### src/rtl/arbiter_pkg.sv
// Shared types and constants for the stb/ack stream arbiter family.
// The state encodings are plain logic constants so older code can still compare against them.
package arbiter_pkg;

   typedef enum logic [1:0] {
      S_IDLE   = 2'd0,
      S_ACCEPT = 2'd1,
      S_OUTPUT = 2'd2
   } arb_state_e;

   localparam logic [1:0] ST_IDLE   = S_IDLE;
   localparam logic [1:0] ST_ACCEPT = S_ACCEPT;
   localparam logic [1:0] ST_OUTPUT = S_OUTPUT;

   localparam int MODE_FIXED = 0;
   localparam int MODE_RR    = 1;

   function automatic int clog2(input int n);
      int r;
      int v;
      r = 0;
      v = n - 1;
      while (v > 0) begin
         r++;
         v = v >> 1;
      end
      return r;
   endfunction

   // A single channel still needs a one-bit index field.
   function automatic int id_width(input int n);
      return (clog2(n) < 1) ? 1 : clog2(n);
   endfunction

endpackage

### src/rtl/rr_priority_select.sv
// Combinational requester picker: lowest set index overall (fixed priority), or the lowest
// set index at/above pointer, falling back to the lowest overall when nothing lies above it.
module rr_priority_select
   import arbiter_pkg::*;
#(
   parameter int CHANNELS = 4,
   parameter int IDW      = 2
) (
   input  logic [CHANNELS-1:0] req,
   input  logic [IDW-1:0]      pointer,
   input  logic                mode,
   output logic [IDW-1:0]      grant,
   output logic                valid
);

   logic [IDW-1:0] w_lo_grant;
   logic [IDW-1:0] w_hi_grant;
   logic           w_hi_found;

   // Scanning downward and overwriting leaves the lowest qualifying index.
   always_comb begin
      w_lo_grant = '0;
      w_hi_grant = '0;
      w_hi_found = 1'b0;
      for (int i = CHANNELS - 1; i >= 0; i--) begin
         if (req[i]) begin
            w_lo_grant = IDW'(i);
            if (i >= int'(pointer)) begin
               w_hi_grant = IDW'(i);
               w_hi_found = 1'b1;
            end
         end
      end
   end

   assign valid = |req;
   assign grant = (mode && w_hi_found) ? w_hi_grant : w_lo_grant;

endmodule

### src/rtl/rr_arbiter_n.sv
// N-channel stb/ack stream arbiter: grants one input word at a time to a single output stream
// and tags each forwarded word with the index of the channel it came from.
module rr_arbiter_n
   import arbiter_pkg::*;
#(
   parameter int  CHANNELS = 4,
   parameter int  WIDTH    = 16,
   parameter int  MODE     = MODE_RR,
   localparam int IDW      = id_width(CHANNELS)
) (
   input  logic                      clk,
   input  logic                      rst,
   input  logic [CHANNELS*WIDTH-1:0] input_data,
   input  logic [CHANNELS-1:0]       input_stb,
   output logic [CHANNELS-1:0]       input_ack,
   output logic [WIDTH-1:0]          output_z,
   output logic [IDW-1:0]            output_z_id,
   output logic                      output_z_stb,
   input  logic                      output_z_ack,
   output logic [1:0]                o_dbg_state,
   output logic [IDW-1:0]            o_dbg_pointer
);

   // Handshake: a word moves on a rising edge where its stb and ack are both high; the
   // sender keeps stb and data steady until then, and output_z_stb holds until output_z_ack.

   logic [1:0]          r_state;
   logic [IDW-1:0]      r_sel;
   logic [IDW-1:0]      r_ptr;
   logic [CHANNELS-1:0] r_ack;
   logic [WIDTH-1:0]    r_z;
   logic [IDW-1:0]      r_z_id;
   logic                r_z_stb;

   logic [IDW-1:0]      w_grant;
   logic                w_valid;
   logic [CHANNELS-1:0] w_grant_onehot;
   logic                w_sel_stb;
   logic                w_sel_ack;
   logic [WIDTH-1:0]    w_sel_data;
   logic [IDW-1:0]      w_next_ptr;

   rr_priority_select #(
      .CHANNELS (CHANNELS),
      .IDW      (IDW)
   ) u_select (
      .req     (input_stb),
      .pointer (r_ptr),
      .mode    (MODE == MODE_RR),
      .grant   (w_grant),
      .valid   (w_valid)
   );

   // Compare-based muxing keeps every index in range, including the single-channel build.
   always_comb begin
      w_grant_onehot = '0;
      w_sel_stb      = 1'b0;
      w_sel_ack      = 1'b0;
      w_sel_data     = '0;
      for (int c = 0; c < CHANNELS; c++) begin
         w_grant_onehot[c] = (w_grant == IDW'(c));
         if (r_sel == IDW'(c)) begin
            w_sel_stb  = input_stb[c];
            w_sel_ack  = r_ack[c];
            w_sel_data = input_data[c*WIDTH +: WIDTH];
         end
      end
   end

   assign w_next_ptr = (r_sel == IDW'(CHANNELS - 1)) ? '0 : r_sel + 1'b1;

   always_ff @(posedge clk) begin
      if (rst) begin
         r_state <= ST_IDLE;
         r_sel   <= '0;
         r_ptr   <= '0;
         r_ack   <= '0;
         r_z     <= '0;
         r_z_id  <= '0;
         r_z_stb <= 1'b0;
      end else begin
         case (r_state)
            ST_IDLE: begin
               if (w_valid) begin
                  r_sel   <= w_grant;
                  r_ack   <= w_grant_onehot;
                  r_state <= ST_ACCEPT;
               end
            end
            ST_ACCEPT: begin
               // A granted producer that drops stb is simply waited on.
               if (w_sel_stb && w_sel_ack) begin
                  r_z     <= w_sel_data;
                  r_z_id  <= r_sel;
                  r_ack   <= '0;
                  r_z_stb <= 1'b1;
                  r_ptr   <= w_next_ptr;
                  r_state <= ST_OUTPUT;
               end
            end
            ST_OUTPUT: begin
               if (r_z_stb && output_z_ack) begin
                  r_z_stb <= 1'b0;
                  r_state <= ST_IDLE;
               end
            end
            default: begin
               r_ack   <= '0;
               r_z_stb <= 1'b0;
               r_state <= ST_IDLE;
            end
         endcase
      end
   end

   assign input_ack     = r_ack;
   assign output_z      = r_z;
   assign output_z_id   = r_z_id;
   assign output_z_stb  = r_z_stb;
   assign o_dbg_state   = r_state;
   assign o_dbg_pointer = r_ptr;

endmodule

### config.mk
export PLATFORM = sky130hd
export DESIGN_NAME = rr_arbiter_n
export DESIGN_NICKNAME = d
export VERILOG_FILES = /design/src/rtl/arbiter_pkg.sv /design/src/rtl/rr_priority_select.sv /design/src/rtl/rr_arbiter_n.sv
export SDC_FILE = /design/constraint.sdc
export NUM_CORES = 1
export LEC_CHECK = 0
export CORE_UTILIZATION = 43
export DETAILED_ROUTE_END_ITERATION = 8
export PLACE_DENSITY_LB_ADDON = 0.25
export REMOVE_ABC_BUFFERS = 1
export SYNTH_ARGS = -nofsm -noshare
export SYNTH_HDL_FRONTEND = slang
export SYNTH_HIERARCHICAL = 1
export SYNTH_SLANG_ARGS = --single-unit
### constraint.sdc
create_clock -name clk -period 2.8 [get_ports clk]
set_input_delay 0.56 -clock clk [delete_from_list [all_inputs] [get_ports clk]]
set_output_delay 0.56 -clock clk [all_outputs]
set_load 0.03 [all_outputs]
==> flow_summary_export.csv <==
group,metric,value,unit
cells_and_area,nFillCells,361,
logic_synthesis,synth_cells,257,
detailed_routing,via_per_inst,5.65,
placement,numPlacedInstances,392,
setup_path,slowest_stage,"clkdlybuf4s50_1",
setup_path,path_common_cell,"a311oi_1",
setup_path,slowest_delay,0.59,ns
timing,hold_viol_final,0,
detailed_routing,routed_wl,5620,um
pwr,powerDensity,438,nW/um2
cells_and_area,syn_to_final_growth,56.0,%
clock_tree,cts_tree,"built",
clock_tree,ctsResizeCount,0,
global_route,overflow,0,
timing,fin_worst_skew,0.00416,ns
timing,fmax,443,MHz
logic_synthesis,ys.flop_type,"dfxtp_1",
detailed_routing,drc,0,
logic_synthesis,synth_cell_types,38,
clock_tree,cts-root-buf,"clkbuf_8",
detailed_routing,wl_per_cell,14.0,um
logic_synthesis,synth_edf_count,0,
setup_path,cp-start-kind,"input pin",
die,initial_core_util,44.6,%
global_route,antenna_found_initial,0,
die,coreArea,4350,um2
global_route,track_usage,24.2,%
clock_tree,clock_sinks,29,
timing,period_share,80.5,%
logic_synthesis,avgSynthCellArea,7.56,um2
timing,setup_tns,0,ns
global_route,grt_pass1_vias,2128,
setup_path,required,2.99,ns
global_route,grt_pass1_wl,9620,um
timing,period_needed,2.26,ns
logic_synthesis,synth_area_leaders,"dfxtp_1 (30%), nand2_1 (7.7%), o221ai_1 (6.8%), o21ai_0 (6.7%), o211ai_1 (6.2%)",
flow_run,max_cap_violations,0,
detailed_routing,vias,2260,
setup_path,crit_fanout,7,
die,die_area,4790,um2
timing,setup_viol,0,
placement,portBuffers,97,
timing,timing.slew.headroom,33.5,%
cells_and_area,final_core_util,69.6,%
setup_path,cp_data_arrival_time,2.45,ns
detailed_routing,first_iter_violations,139,
clock_tree,cts.clk_slew.worst_paths,0.06,ns
logic_synthesis,synthArstFlopShare,0,%
cells_and_area,post_layout_nonfiller_instances,400,
clock_tree,cts_setup_buffers,0,
pwr,vdd_drop_max,0.257,mV
placement,dpl.hpwl,3970,um
placement,finalWeightedCongestion,0.838,
pwr,p_leak,1.07,nW
clock_tree,hold_buffers,0,
setup_path,cp_num_buf_inv,2,
clock_tree,clockBufferDepth,2,
status,status,"completed",
die,num_rows,24,
timing,grt_setup_unrepaired,"false",
detailed_routing,drt_first_pass_iters,4,
setup_path,crit_chain,"clkdlybuf4s50_1 > or2b_1 > a21oi_1 > a311oi_1 > mux2_2 > inv_1 > nand3_1 > a311oi_1",
die,ios,98,
die,die_h,69.2,um
cells_and_area,nNetsFinal,422,
logic_synthesis,synth-seq-cells,29,
detailed_routing,postRouteAntennaNets,0,
setup_path,crit_family,"buffers and inverters",
logic_synthesis,yosysTopAreaCell,"dfxtp_1",
clock_tree,insertion_delay,0.28,ns
logic_synthesis,ys_warn_count,6,
clock_tree,htreeDepth,2,
setup_path,critical_path_class,"in -> reg",
setup_path,worstSetupEndpointType,"register",
logic_synthesis,syn_area,1940,um2
logic_synthesis,ys_seq_area_share,29.9,%
hold_path,hp-class,"reg -> reg",
clock_tree,cts_made_buffers,5,
logic_synthesis,synth_common_cells,"nand2_1 (40), dfxtp_1 (29), o21ai_0 (26), a21oi_1 (17)",
logic_synthesis,synth.most_common_cell,"nand2_1",
timing,slew_viol_final,0,
logic_synthesis,synth_top_area_share,29.9,%
cells_and_area,drive_gt1_share,5.46,%
timing,worstMarginPinSlew,0.994,ns
die,dieWidth,69.2,um
cells_and_area,diodes,0,
global_route,grt_max_degree,46,
path summary, 6_finish.rpt:
kind	from	end	slack, ns	cells past startpoint
setup reg to reg	r_sel[0]$_SDFFE_PP0P_	output_z[12]$_SDFFE_PP0P_	0.65	6
hold / removal	output_z_stb$_SDFFE_PP0P_	output_z_stb$_SDFFE_PP0P_	0.48	2
hold reg to reg	output_z_stb$_SDFFE_PP0P_	output_z_stb$_SDFFE_PP0P_	0.48	2
setup / recovery	input_stb[2]	input_ack[2]$_SDFFE_PP0P_	0.54	8
cell usage in the layout (no fill, tap or decap):
cell	synthesis	layout
clkdlybuf4s50_1	0	97
nand2_1	40	40
dfxtp_1	29	29
o21ai_0	26	26
a21oi_1	17	17
o211ai_1	16	16
nor2b_1	16	16
o31ai_1	16	16
o221ai_1	15	15
nor2_1	11	11
inv_1	8	8
nand3_1	8	8
clkbuf_8	0	6
nand2b_1	4	4
a311oi_1	4	4
ha_1	4	4
buf_4	1	4
a31oi_1	3	3
conb_1	1	3
a32oi_1	2	2
a2111oi_0	2	2
or2b_1	2	2
nand4b_1	1	1
nand2_2	1	1
nor2b_4	1	1
a221oi_4	1	1
nand2_4	1	1
clkinv_1	1	1
and3_2	1	1
a221o_2	1	1
nand4_1	1	1
a22o_2	1	1
nor3_1	1	1
o41ai_1	1	1
clkbuf_1	10	1
bufinv_16	0	1
mux2_2	1	1
cells by family after synthesis:
kind of cell | synth area share (%)
mux | 0.579
fa+ha+maj | 2.58
other cells | 0.193
simple gates | 22.2
flops | 29.9
buf+inv | 6.95
compound gates | 37.7
tightest hold or removal path, stage by stage, from the launching register on:
cell,delay [ns]
dfxtp_1,0.33
nand2_1,0.06
a21oi_1,0.05
state kept, by name (all words and copies together) (netlist names):
signal,cells
output_z_stb,1
input_ack,4
r_sel,2
output_z_id,2
output_z,16
o_dbg_state,2
o_dbg_pointer,2
final cells by class:
cell class	instances	area (um2)	share of cell area (%)
multi-input combinational	201	1230	40.7
timing repair buffer	101	1000	33.0
sequential	29	581	19.1
clock buffer	7	86.3	2.85
tap	52	65.1	2.15
inverter	9	33.8	1.11
clock inverter	1	30.0	0.991
per-layer routing:
metal / track usage (%) / share of wire, %
met1: 30.7 / 42
met2: 39.4 / 48
met3: 6.40 / 7.5
met4: 8.84 / 2.0
met5: 0 / 0
per-stage QoR:
stage	power [mW]	hold WS (ns)	cell area [um2]	setup slack, ns
2_1_floorplan	0.689	0.479	1850	0.698
3_3_place_gp	0.889	0.468	2920	0.347
3_5_place_dp	0.892	0.477	2920	0.309
4_1_cts	1.33	0.489	3030	0.566
5_1_grt	1.40	0.505	3030	0.389
6_report	1.33	0.483	3030	0.545
report_power, final:
part,internal [mW],switching [mW]
registers,0.434,0.0195
clock network,0.290,0.154
logic,0.209,0.221
total,0.933,0.395
Note: power is estimated with default switching activity, not from simulation.
